[config.mk]
export PLATFORM = sky130hd
export DESIGN_NAME = us_scheduler
export DESIGN_NICKNAME = d
export VERILOG_FILES = /design/src/rtl/us_sched_pkg.sv /design/src/rtl/us_tick_timer.sv /design/src/rtl/us_scheduler.sv
export SDC_FILE = /design/constraint.sdc
export NUM_CORES = 1
export LEC_CHECK = 0
export ABC_AREA = 1
export CORE_ASPECT_RATIO = 0.8
export CORE_MARGIN = 4
export CORE_UTILIZATION = 50
export CTS_BUF_LIST = sky130_fd_sc_hd__clkbuf_2
export DETAILED_ROUTE_END_ITERATION = 10
export HOLD_SLACK_MARGIN = 0.05
export PLACE_DENSITY = 0.83
export SLEW_MARGIN = 20
export SYNTH_ARGS = -nofsm -noshare
export SYNTH_HDL_FRONTEND = slang
export SYNTH_HIERARCHICAL = 1
export SYNTH_SLANG_ARGS = --single-unit
[constraint.sdc]
create_clock -name clk -period 9.1 [get_ports clk]
set_clock_uncertainty 0.05 [all_clocks]
set_input_delay 2.73 -clock clk [delete_from_list [all_inputs] [get_ports clk]]
set_output_delay 2.73 -clock clk [all_outputs]
set_load 0.01 [all_outputs]
[src/rtl/us_sched_pkg.sv]
// ---------------------------------------------------------------------------
// us_sched_pkg
// Shared types and constants for the ultrasonic round-robin scheduler:
//   state_t          - scheduler FSM states
//   TIMEOUT_CODE     - distance value stored when a sensor never answers
//   DEF_*            - default channel count and timing (in tick_10us pulses)
//   sat_inc16        - 16-bit saturating increment used by the tick timer
// ---------------------------------------------------------------------------
package us_sched_pkg;

  typedef enum logic [1:0] {
    ST_IDLE  = 2'd0,
    ST_ARM   = 2'd1,
    ST_WAIT  = 2'd2,
    ST_GUARD = 2'd3
  } state_t;

  localparam logic [15:0] TIMEOUT_CODE = 16'hFFFF;

  localparam int DEF_NUM_ULTRASONICS = 9;
  localparam int DEF_TIMEOUT_TICKS   = 4000;  // 40 ms at 10 us per tick
  localparam int DEF_GUARD_TICKS     = 6000;  // 60 ms anti-crosstalk gap

  // Increment that sticks at all-ones instead of wrapping to zero.
  function automatic logic [15:0] sat_inc16(input logic [15:0] value);
    return (value == 16'hFFFF) ? value : (value + 16'd1);
  endfunction

endpackage

[src/rtl/us_tick_timer.sv]
// ---------------------------------------------------------------------------
// us_tick_timer
// 16-bit saturating counter of tick_10us pulses with a compare against a
// runtime limit. One instance is shared by the WAIT and GUARD phases.
// Ports:
//   clk, rst_n  - clock, asynchronous active-low reset
//   clear       - synchronous restart to zero (wins over tick)
//   tick        - count enable, one pulse per 10 us
//   limit       - number of ticks after which expired asserts
//   expired     - combinational: the count reaches limit on this clock
// ---------------------------------------------------------------------------
module us_tick_timer
  import us_sched_pkg::*;
(
  input  logic        clk,
  input  logic        rst_n,
  input  logic        clear,
  input  logic        tick,
  input  logic [15:0] limit,
  output logic        expired
);

  logic [15:0] count_r;
  logic [15:0] count_next_s;

  // Value the counter takes on this edge when not cleared.
  always_comb begin
    count_next_s = count_r;
    if (tick) begin
      count_next_s = sat_inc16(count_r);
    end else begin
      count_next_s = count_r;
    end
  end

  // Looking at the post-increment value lets the caller act in the same
  // clock as the tick that completes the interval; independent of clear so
  // the FSM can use expired to decide whether to clear.
  assign expired = (count_next_s >= limit);

  // Counter register.
  always_ff @(posedge clk or negedge rst_n) begin
    if (!rst_n) begin
      count_r <= 16'd0;
    end else if (clear) begin
      count_r <= 16'd0;
    end else begin
      count_r <= count_next_s;
    end
  end

endmodule

[src/rtl/us_scheduler.sv]
// ---------------------------------------------------------------------------
// us_scheduler
// Round-robin scheduler for NUM_ULTRASONICS ranging units. Each channel is
// triggered with a one-clock measure pulse, its result (or FFFF on timeout)
// is latched into a distance table, then a guard interval of quiet time
// passes before the next channel is triggered.
// Ports:
//   clk, rst_n  - 50 MHz clock, asynchronous active-low reset
//   tick_10us   - one-clock enable every 10 us, base of all timing
//   enable      - run frames continuously; low stops after current channel
//   valid_in    - per-sensor valid level (rising edge = new result)
//   ticks_in    - per-sensor distance, channel i at [16i+15:16i]
//   measure     - one-hot trigger pulse to the serviced sensor
//   dists       - latched distance table, same packing as ticks_in
//   fresh       - bit i set = dists entry i written in this frame
//   frame_done  - one-clock pulse when a frame wraps
//   busy        - scheduler not idle
//   cur_ch      - channel being serviced
// ---------------------------------------------------------------------------
module us_scheduler
  import us_sched_pkg::*;
#(
  parameter int NUM_ULTRASONICS = DEF_NUM_ULTRASONICS,
  parameter int TIMEOUT_TICKS   = DEF_TIMEOUT_TICKS,
  parameter int GUARD_TICKS     = DEF_GUARD_TICKS
) (
  input  logic                         clk,
  input  logic                         rst_n,
  input  logic                         tick_10us,
  input  logic                         enable,
  input  logic [NUM_ULTRASONICS-1:0]   valid_in,
  input  logic [16*NUM_ULTRASONICS-1:0] ticks_in,
  output logic [NUM_ULTRASONICS-1:0]   measure,
  output logic [16*NUM_ULTRASONICS-1:0] dists,
  output logic [NUM_ULTRASONICS-1:0]   fresh,
  output logic                         frame_done,
  output logic                         busy,
  output logic [3:0]                   cur_ch
);

  localparam logic [3:0]  LAST_CH       = 4'(NUM_ULTRASONICS - 1);
  localparam logic [15:0] TIMEOUT_LIMIT = 16'(TIMEOUT_TICKS);
  localparam logic [15:0] GUARD_LIMIT   = 16'(GUARD_TICKS);

  state_t                        state_r, state_next_s;
  logic [3:0]                    cur_ch_r, cur_ch_next_s;
  logic [NUM_ULTRASONICS-1:0]    valid_q_r;
  logic                          first_wait_r;
  logic [NUM_ULTRASONICS-1:0]    measure_r, measure_next_s;
  logic [16*NUM_ULTRASONICS-1:0] dists_r, dists_next_s;
  logic [NUM_ULTRASONICS-1:0]    fresh_r, fresh_next_s;
  logic                          frame_done_r, frame_done_next_s;
  logic                          busy_r;

  logic                          valid_sel_s, valid_q_sel_s;
  logic [15:0]                   ticks_sel_s;
  logic                          edge_s;
  logic                          store_s;
  logic [15:0]                   store_val_s;
  logic                          fresh_clear_s;
  logic                          timer_clear_s;
  logic                          timer_expired_s;
  logic [15:0]                   timer_limit_s;

  // Same counter serves both phases; only the limit differs.
  assign timer_limit_s = (state_r == ST_GUARD) ? GUARD_LIMIT : TIMEOUT_LIMIT;

  us_tick_timer u_timer (
    .clk     (clk),
    .rst_n   (rst_n),
    .clear   (timer_clear_s),
    .tick    (tick_10us),
    .limit   (timer_limit_s),
    .expired (timer_expired_s)
  );

  // Select the serviced channel's valid, delayed valid and distance (AND-OR mux).
  always_comb begin
    valid_sel_s   = 1'b0;
    valid_q_sel_s = 1'b0;
    ticks_sel_s   = 16'd0;
    for (int i = 0; i < NUM_ULTRASONICS; i++) begin
      valid_sel_s   = valid_sel_s   | (valid_in[i]  & (cur_ch_r == 4'(i)));
      valid_q_sel_s = valid_q_sel_s | (valid_q_r[i] & (cur_ch_r == 4'(i)));
      ticks_sel_s   = ticks_sel_s   | (ticks_in[16*i +: 16] & {16{cur_ch_r == 4'(i)}});
    end
  end

  // A stale valid from the previous measurement may still be settling right
  // after the trigger, so edges in the first WAIT clock are not trusted.
  assign edge_s = valid_sel_s & ~valid_q_sel_s & (state_r == ST_WAIT) & ~first_wait_r;

  // Next-state and control decode.
  always_comb begin
    state_next_s      = state_r;
    cur_ch_next_s     = cur_ch_r;
    timer_clear_s     = 1'b0;
    store_s           = 1'b0;
    store_val_s       = TIMEOUT_CODE;
    fresh_clear_s     = 1'b0;
    frame_done_next_s = 1'b0;
    case (state_r)
      ST_IDLE: begin
        if (enable) begin
          state_next_s  = ST_ARM;
          cur_ch_next_s = 4'd0;
          fresh_clear_s = 1'b1;
        end else begin
          state_next_s  = ST_IDLE;
        end
      end
      ST_ARM: begin
        timer_clear_s = 1'b1;
        state_next_s  = ST_WAIT;
      end
      ST_WAIT: begin
        // Edge is checked first so a result arriving with the final tick wins.
        if (edge_s) begin
          store_s       = 1'b1;
          store_val_s   = ticks_sel_s;
          timer_clear_s = 1'b1;
          state_next_s  = ST_GUARD;
        end else if (timer_expired_s) begin
          store_s       = 1'b1;
          store_val_s   = TIMEOUT_CODE;
          timer_clear_s = 1'b1;
          state_next_s  = ST_GUARD;
        end else begin
          state_next_s  = ST_WAIT;
        end
      end
      ST_GUARD: begin
        if (timer_expired_s) begin
          state_next_s = enable ? ST_ARM : ST_IDLE;
          if (cur_ch_r == LAST_CH) begin
            cur_ch_next_s     = 4'd0;
            frame_done_next_s = 1'b1;
            fresh_clear_s     = enable;
          end else begin
            cur_ch_next_s     = cur_ch_r + 4'd1;
          end
        end else begin
          state_next_s = ST_GUARD;
        end
      end
      default: begin
        state_next_s = ST_IDLE;
      end
    endcase
  end

  // Next values of the registered outputs.
  always_comb begin
    dists_next_s   = dists_r;
    fresh_next_s   = fresh_r;
    measure_next_s = '0;
    for (int i = 0; i < NUM_ULTRASONICS; i++) begin
      dists_next_s[16*i +: 16] = (store_s && (cur_ch_r == 4'(i))) ? store_val_s : dists_r[16*i +: 16];
      fresh_next_s[i] = (store_s && (cur_ch_r == 4'(i))) ? 1'b1 : (fresh_r[i] & ~fresh_clear_s);
      // Registered trigger lines up exactly with the ARM state.
      measure_next_s[i] = (state_next_s == ST_ARM) && (cur_ch_next_s == 4'(i));
    end
  end

  // FSM state and channel pointer.
  always_ff @(posedge clk or negedge rst_n) begin
    if (!rst_n) begin
      state_r  <= ST_IDLE;
      cur_ch_r <= 4'd0;
    end else begin
      state_r  <= state_next_s;
      cur_ch_r <= cur_ch_next_s;
    end
  end

  // Edge-detect history, datapath and output registers.
  always_ff @(posedge clk or negedge rst_n) begin
    if (!rst_n) begin
      valid_q_r    <= '0;
      first_wait_r <= 1'b0;
      measure_r    <= '0;
      dists_r      <= '0;
      fresh_r      <= '0;
      frame_done_r <= 1'b0;
      busy_r       <= 1'b0;
    end else begin
      valid_q_r    <= valid_in;
      first_wait_r <= (state_r == ST_ARM);
      measure_r    <= measure_next_s;
      dists_r      <= dists_next_s;
      fresh_r      <= fresh_next_s;
      frame_done_r <= frame_done_next_s;
      busy_r       <= (state_next_s != ST_IDLE);
    end
  end

  assign measure    = measure_r;
  assign dists      = dists_r;
  assign fresh      = fresh_r;
  assign frame_done = frame_done_r;
  assign busy       = busy_r;
  assign cur_ch     = cur_ch_r;

endmodule

==> results.txt, run 1 <==
Die Ht = 134.9 um
Max clock buf depth = 2
Share of layout cells above drive strength 1 = 4.690%
Top cell type's share of synthesized area = 48.74%
Setup crit end kind = flip-flop
Synth cell types = 40
Slew HR = 27.58%
DRC viols = 0
Max FO, Critical Path = 163
Cell area after synthesis = 10,060 um2
Largest net degree at the start of global routing = 164
CP startpoint kind = input port
Number of routed nets with antenna violations = 0
CP required = 9790 ps
Crit path DAT = 6660 ps
Register area share after synthesis = 48.74%
Cells after synthesis = 1,286
Critical setup path kind = input port to flip-flop
Final WS setup = 3131 ps
DPL Wire Length = 28.21 mm
Initial antenna violation count = 5
Root buf cell = clkbuf_2
IO Pins = 325
Dominant cells by area after synthesis = dfrtp_1 49%, nand2_1 18%, o21ai_0 5.6%
Total gr overflow = 0
Fill cell count = 1,639
Post-CTS Resized = 0
Global-route wire length before repair = 55.50 mm
Max IR drop VDD = 0.1114 mV
Fin crit period = 5969 ps
Total track usage = 32.22%
Worst slack, placed = 2379 ps
CTS Hold Bufs = 0
Ys async rst share = 100.0%
Slew at the pin with the worst max-slew slack = 1084 ps
Pwr dens = 162.9 nW/um2
Die area = 22,470 um2
Via/cell ratio = 5.506
EDFF count, synth = 0
Post-Place Cells = 1,831
Clk sinks = 196
1st-iter DRT viols = 1,072
Setup bufs post-CTS = 0
Setup_tns = 0 ps
Post-Route WL = 37.59 mm
Area grow syn2layout = 35.66%
Finished Layout Cells = 1,868
HP Class = flip-flop to flip-flop
Final period utilization = 65.60%
Endpoints failing setup = 0
Placement Rows = 46
Vias in the first global route = 9,720
Clk_lat worst skew = 790 ps
Clock slew at reported path FFs = 300 ps
Nets = 1,768
CTS tree = built
Synth area leader = dfrtp_1
Final GP Congestion = 0.9502
Yosys warns = 6
Initial DRT Pass Iterations = 7
Slew Viols, Final = 0
Final hold slack = 481.8 ps
Initial Util = 50.83%
Synthesized area per cell = 7.825 um2
Deepest level of the CTS H-tree = 4
Status = finished, final reports clean
P_leak = 6.814 nW
Die Wd = 166.6 um
Unrepaired setup endpoints after global routing = false
Main flop type after synthesis = dfrtp_1
Flops & latches, synth = 196
Final hold violations = 0
# port buffers = 324
Top achievable clock speed = 0.1675 GHz
Post-DR wirelength/cell = 20.12 um
Cts bufs inserted = 17
Core Box Area = 19,800 um2
Vias = 10,290
Max cap viols = 0
-- flip-flops by register name, indices dropped and copies added (netlist names) --
signal           cells
dists              144
u_timer/count_r     16
fresh                9
measure              9
valid_q_r            9
cur_ch               4
state_r              2
busy                 1
first_wait_r         1
frame_done           1
-- cell usage after synthesis (all sizes together), types with 2 or more instances --
cell	count
nand4	18
nor3	11
a22o	7
clkbuf	23
o22ai	11
nand2	503
inv	105
a21oi	24
a221oi	7
o21bai	3
buf	32
ha	25
conb	2
dfrtp	196
nand3	68
nor2	89
xor2	4
o21ai	150
-- per-stage QoR --
step           total power [mW]  instance area [um2]  utilization (%)
6_report                  2.224                13650            68.95
5_1_grt                   2.344                13650            68.95
4_1_cts                   2.217                13640            68.87
3_5_place_dp              1.779                13370            67.52
3_3_place_gp              1.757                13370            67.52
2_1_floorplan             1.419                10100                -
-- report_power, final --
part | leakage (nW) | internal (mW) | switching, mW | total, mW
clock | 0.155 | 0.0973 | 0.350 | 0.448
combinational | 4.00 | 0.317 | 0.410 | 0.727
sequential | 2.66 | 0.975 | 0.0750 | 1.05
-- cell type report --
cell class | count | area [um2] | area share [%]
Timing Repair Buffer | 327 | 3273 | 23.98
Antenna cell | 5 | 12.51 | 0.09165
Clock buffer | 17 | 85.08 | 0.6232
Inverter | 106 | 400.4 | 2.933
Clock inverter | 15 | 181.4 | 1.329
Sequential cell | 196 | 4905 | 35.93
Tap cell | 264 | 330.3 | 2.420
Multi-Input combinational cell | 938 | 4464 | 32.70
-- logic make-up after synthesis --
group | Yosys count | share of synthesized area, %
xor+xnor | 5 | 0.4351
other cells | 2 | 0.07463
compound gates | 207 | 11.17
fa+ha+maj | 25 | 3.108
flops | 196 | 48.74
simple gates | 690 | 29.24
buf+inv | 161 | 7.236
-- worst max-delay path, stage by stage --
cell	delay, ps
clkdlybuf4s50_1	650
inv_1	140
nor2_1	160
nand2_1	140
o21ai_0	190
nand3_1	130
ha_1	320
nand4_1	110
nor3_1	210
nand3_1	100
nand3_1	200
inv_1	120
nand2_4	110
nand2_8	490
nor2_4	570
nand2_1	120
nand2_1	100
-- worst paths after layout --
path                           start          to  slack [ps]  cells after the start
max                        tick_10us   dists[51]        3130                     17
max reg2reg                cur_ch[0]  dists[112]        4820                      9
max in group asynchronous      rst_n   dists[69]        5800                      2
min                        dists[84]   dists[84]         480                      2
min reg2reg                dists[84]   dists[84]         480                      2
min in group asynchronous      rst_n    dists[7]        1930                      1
-- cell usage in the layout (no fill, tap or decap), drive strengths merged, types with 7 or more instances in the layout --
cell type / n
nand2: 503
clkdlybuf4s50: 323
dfrtp: 196
o21ai: 150
inv: 112
nor2: 89
nand3: 68
ha: 25
a21oi: 24
nand4: 18
clkbuf: 18
o22ai: 11
nor3: 11
conb: 11
clkinv: 9
a221oi: 7
a22o: 7
-- layer usage --
layer,vias to the layer above,global-route usage (%),wire length [um]
met5,-,0,0
met4,0,13.95,1752
met3,89,7.199,3527
met2,605,51.96,17710
met1,4869,42.39,14600
li1,4722,-,-
(Power assumes the default switching activity.)
==> run 2, diff against run 1 <==
Settings changed: CORE_UTILIZATION 50 to 48, PLACE_DENSITY 0.83 to 0.8.
Clock period 9.1 ns to 5.67 ns, I/O delays scaled along.
==> run 2 against run 1 <==
  * Non-clock buffer count rose by 11
  * Register-to-register slack got worse by 3500 ps
  * Sequential power increased by 61%
  * Power up 60%
  * Final cell count is 0.80% higher
  * Die area is 3.9% higher
  * Hold slack worse by 2.0 ps
  * Largest cell class unchanged
  * Largest power group unchanged
==> results.txt, run 2 (synthesis gave the netlist of run 1 again) <==
Cts bufs inserted = 17 (unchanged)
Slew HR = 24.30% (-3.3 points)
Critical setup path kind = input port to flip-flop
Vias = 10,310 (+0.19%)
Max clock buf depth = 2 (unchanged)
Max FO, Critical Path = 44 (-73%)
Crit path DAT = 5160 ps (-1500 ps)
Setup bufs post-CTS = 0 (unchanged)
Hold EP = dists[88]
DPL Wire Length = 28.15 mm (-0.22%)
Most common cell after layout, fill and taps aside = nand2_1
Initial Util = 48.75% (-2.1 points)
Top achievable clock speed = 0.2233 GHz
Setup crit start = tick_10us
# port buffers = 324 (unchanged)
Critical path's largest stage delay = 650 ps (about the same)
Fill cell count = 1,706 (+4.1%)
Post-DR wirelength/cell = 19.70 um (-2.1%)
Commonest non-fill, non-tap cells in the layout = 493 x nand2_1, 323 x clkdlybuf4s50_1, 196 x dfrtp_1, 112 x o21ai_0, 101 x inv_1
Post-CTS Resized = 0 (unchanged)
Largest net degree at the start of global routing = 115 (-30%)
Nets = 1,779 (+0.62%)
1st-iter DRT viols = 991 (-7.6%)
HP Class = flip-flop to flip-flop
Share of layout cells above drive strength 1 = 5.345% (+0.65 points)
WHS Path Cells = 2 (unchanged)
Initial antenna violation count = 4 (-1)
Core Box Area = 20,640 um2 (+4.3%)
Fin crit period = 4478 ps
R2r setup slk = 1350 ps (-3470 ps)
Highest-delay cell along the critical path = clkdlybuf4s50_1
Status = finished, final reports clean
Max reg flops = 144 (unchanged)
Worst path top cell family by delay = simple AND/OR/NAND/NOR gates
Placement Rows = 47 (+2.2%)
Unrepaired setup endpoints after global routing = false
Global-route wire length before repair = 55.74 mm (+0.44%)
Total gr overflow = 0 (unchanged)
Cell Chain, Critical Path = clkdlybuf4s50_1 -> inv_1 -> nor2_1 -> nand2_1 -> o21ai_0 -> nand3_1 -> ha_1 -> nand4_1 -> nor3_1 -> nand3_1 -> nand3_1 -> inv_1 -> nand2_4 -> nand2_8 -> buf_12 -> nor2_4 -> nand2_1 -> nand2_1
CTS Hold Bufs = 0 (unchanged)
Total power = 3.559 mW (+60%)
Total track usage = 31.24% (-0.98 points)
Clock slew at reported path FFs = 310 ps (about the same)
Root buf cell = clkbuf_2
Slew at the pin with the worst max-slew slack = 1133 ps (+49.01 ps)
Slew Viols, Final = 0 (unchanged)
Reg2Reg Depth = 9 (unchanged)
Die Wd = 169.9 um (+2.0%)
CP startpoint kind = input port
Initial DRT Pass Iterations = 5 (-2)
Vias in the first global route = 9,910 (+2.0%)
Reg2reg start = cur_ch[0]
Stages on worst setup path = 18 (+1)
DRC viols = 0 (unchanged)
Max cap viols = 0 (unchanged)
Min-delay src = dists[88]
Max IR drop VDD = 0.1653 mV (+48%)
Pwr dens = 259.1 nW/um2 (+59%)
Clk_lat worst skew = 790 ps (about the same)
Die Ht = 137.5 um (+1.9%)
Die area = 23,360 um2 (+3.9%)
Final GP Congestion = 1.004 (+5.6%)
P_leak = 6.856 nW (+0.61%)
Setup crit end kind = flip-flop
IO Pins = 325 (unchanged)
Final period utilization = 78.97%
Endpoints failing setup = 0 (unchanged)
Post-Route WL = 37.10 mm (-1.3%)
R2r endpoint = dists[48]
CTS tree = built
Final hold violations = 0 (unchanged)
Clk sinks = 196 (unchanged)
Setup_tns = 0 ps (unchanged)
Number of routed nets with antenna violations = 0 (unchanged)
Area grow syn2layout = 36.49%
CP required = 6360 ps (-3430 ps)
Via/cell ratio = 5.473 (-0.60%)
WP buf/inv = 4 (+1)
Deepest level of the CTS H-tree = 4 (unchanged)
run 2: cell count changes in the layout (fill, tap and decap cells not counted), sizes merged:
cell / delta
inv: -2
clkinvlp: +2
clkinv: -1
buf: +11
run 2: worst reg2reg max path, cell delays in order (launching register included):
cell and delay, ps:
dfrtp_1 550, inv_1 120, ha_1 330, nand3_1 770
clkinv_1 850, a22o_1 440, a21oi_1 120, nand4_1 690
nand2_1 250, nand2_1 70
run 2: layer usage:
layer	wire length [um]	share of wire (%)	global-route usage [%]
met5	0	0	0
met4	1424	3.8	11.53
met3	3196	8.6	6.024
met2	18310	49	52.93
met1	14170	38	40.18
run 2: layout make-up:
| cell class | instances | area [um2] | share of cell area [%] |
|---|---|---|---|
| clock buffer | 17 | 85.08 | 0.6194 |
| inverter | 106 | 400.4 | 2.915 |
| sequential | 196 | 4905 | 35.71 |
| timing repair buffer | 338 | 3364 | 24.49 |
| antenna | 5 | 12.51 | 0.09109 |
| clock inverter | 14 | 167.7 | 1.221 |
| multi-input combinational | 938 | 4464 | 32.50 |
| tap | 269 | 336.6 | 2.450 |
run 2: where the power goes:
group | internal (mW) | switching [mW] | leakage, nW
logic | 0.521 | 0.646 | 4.05
registers | 1.56 | 0.126 | 2.66
clock network | 0.147 | 0.553 | 0.142
total | 2.23 | 1.33 | 6.86
run 2: stage by stage:
step	utilization, %	worst slack, ps	cell area [um2]	cells	hold slack [ps]
floorplan	-	1441	10100	1295	464.4
global placement	65.26	533.2	13470	1847	417.3
detailed placement	65.26	388.2	13470	1847	423.0
CTS	66.48	1280	13720	1878	480.5
global route	66.55	816.4	13740	1883	517.3
finish	66.55	1192	13740	1883	479.8
run 2: how the worst max path moves through the flow:
stage                                endpoint
after global routing                dists[77]
final                               dists[51]
after global placement              dists[50]
after floorplan           u_timer/count_r[10]
after CTS                           dists[51]
after detailed placement            dists[93]
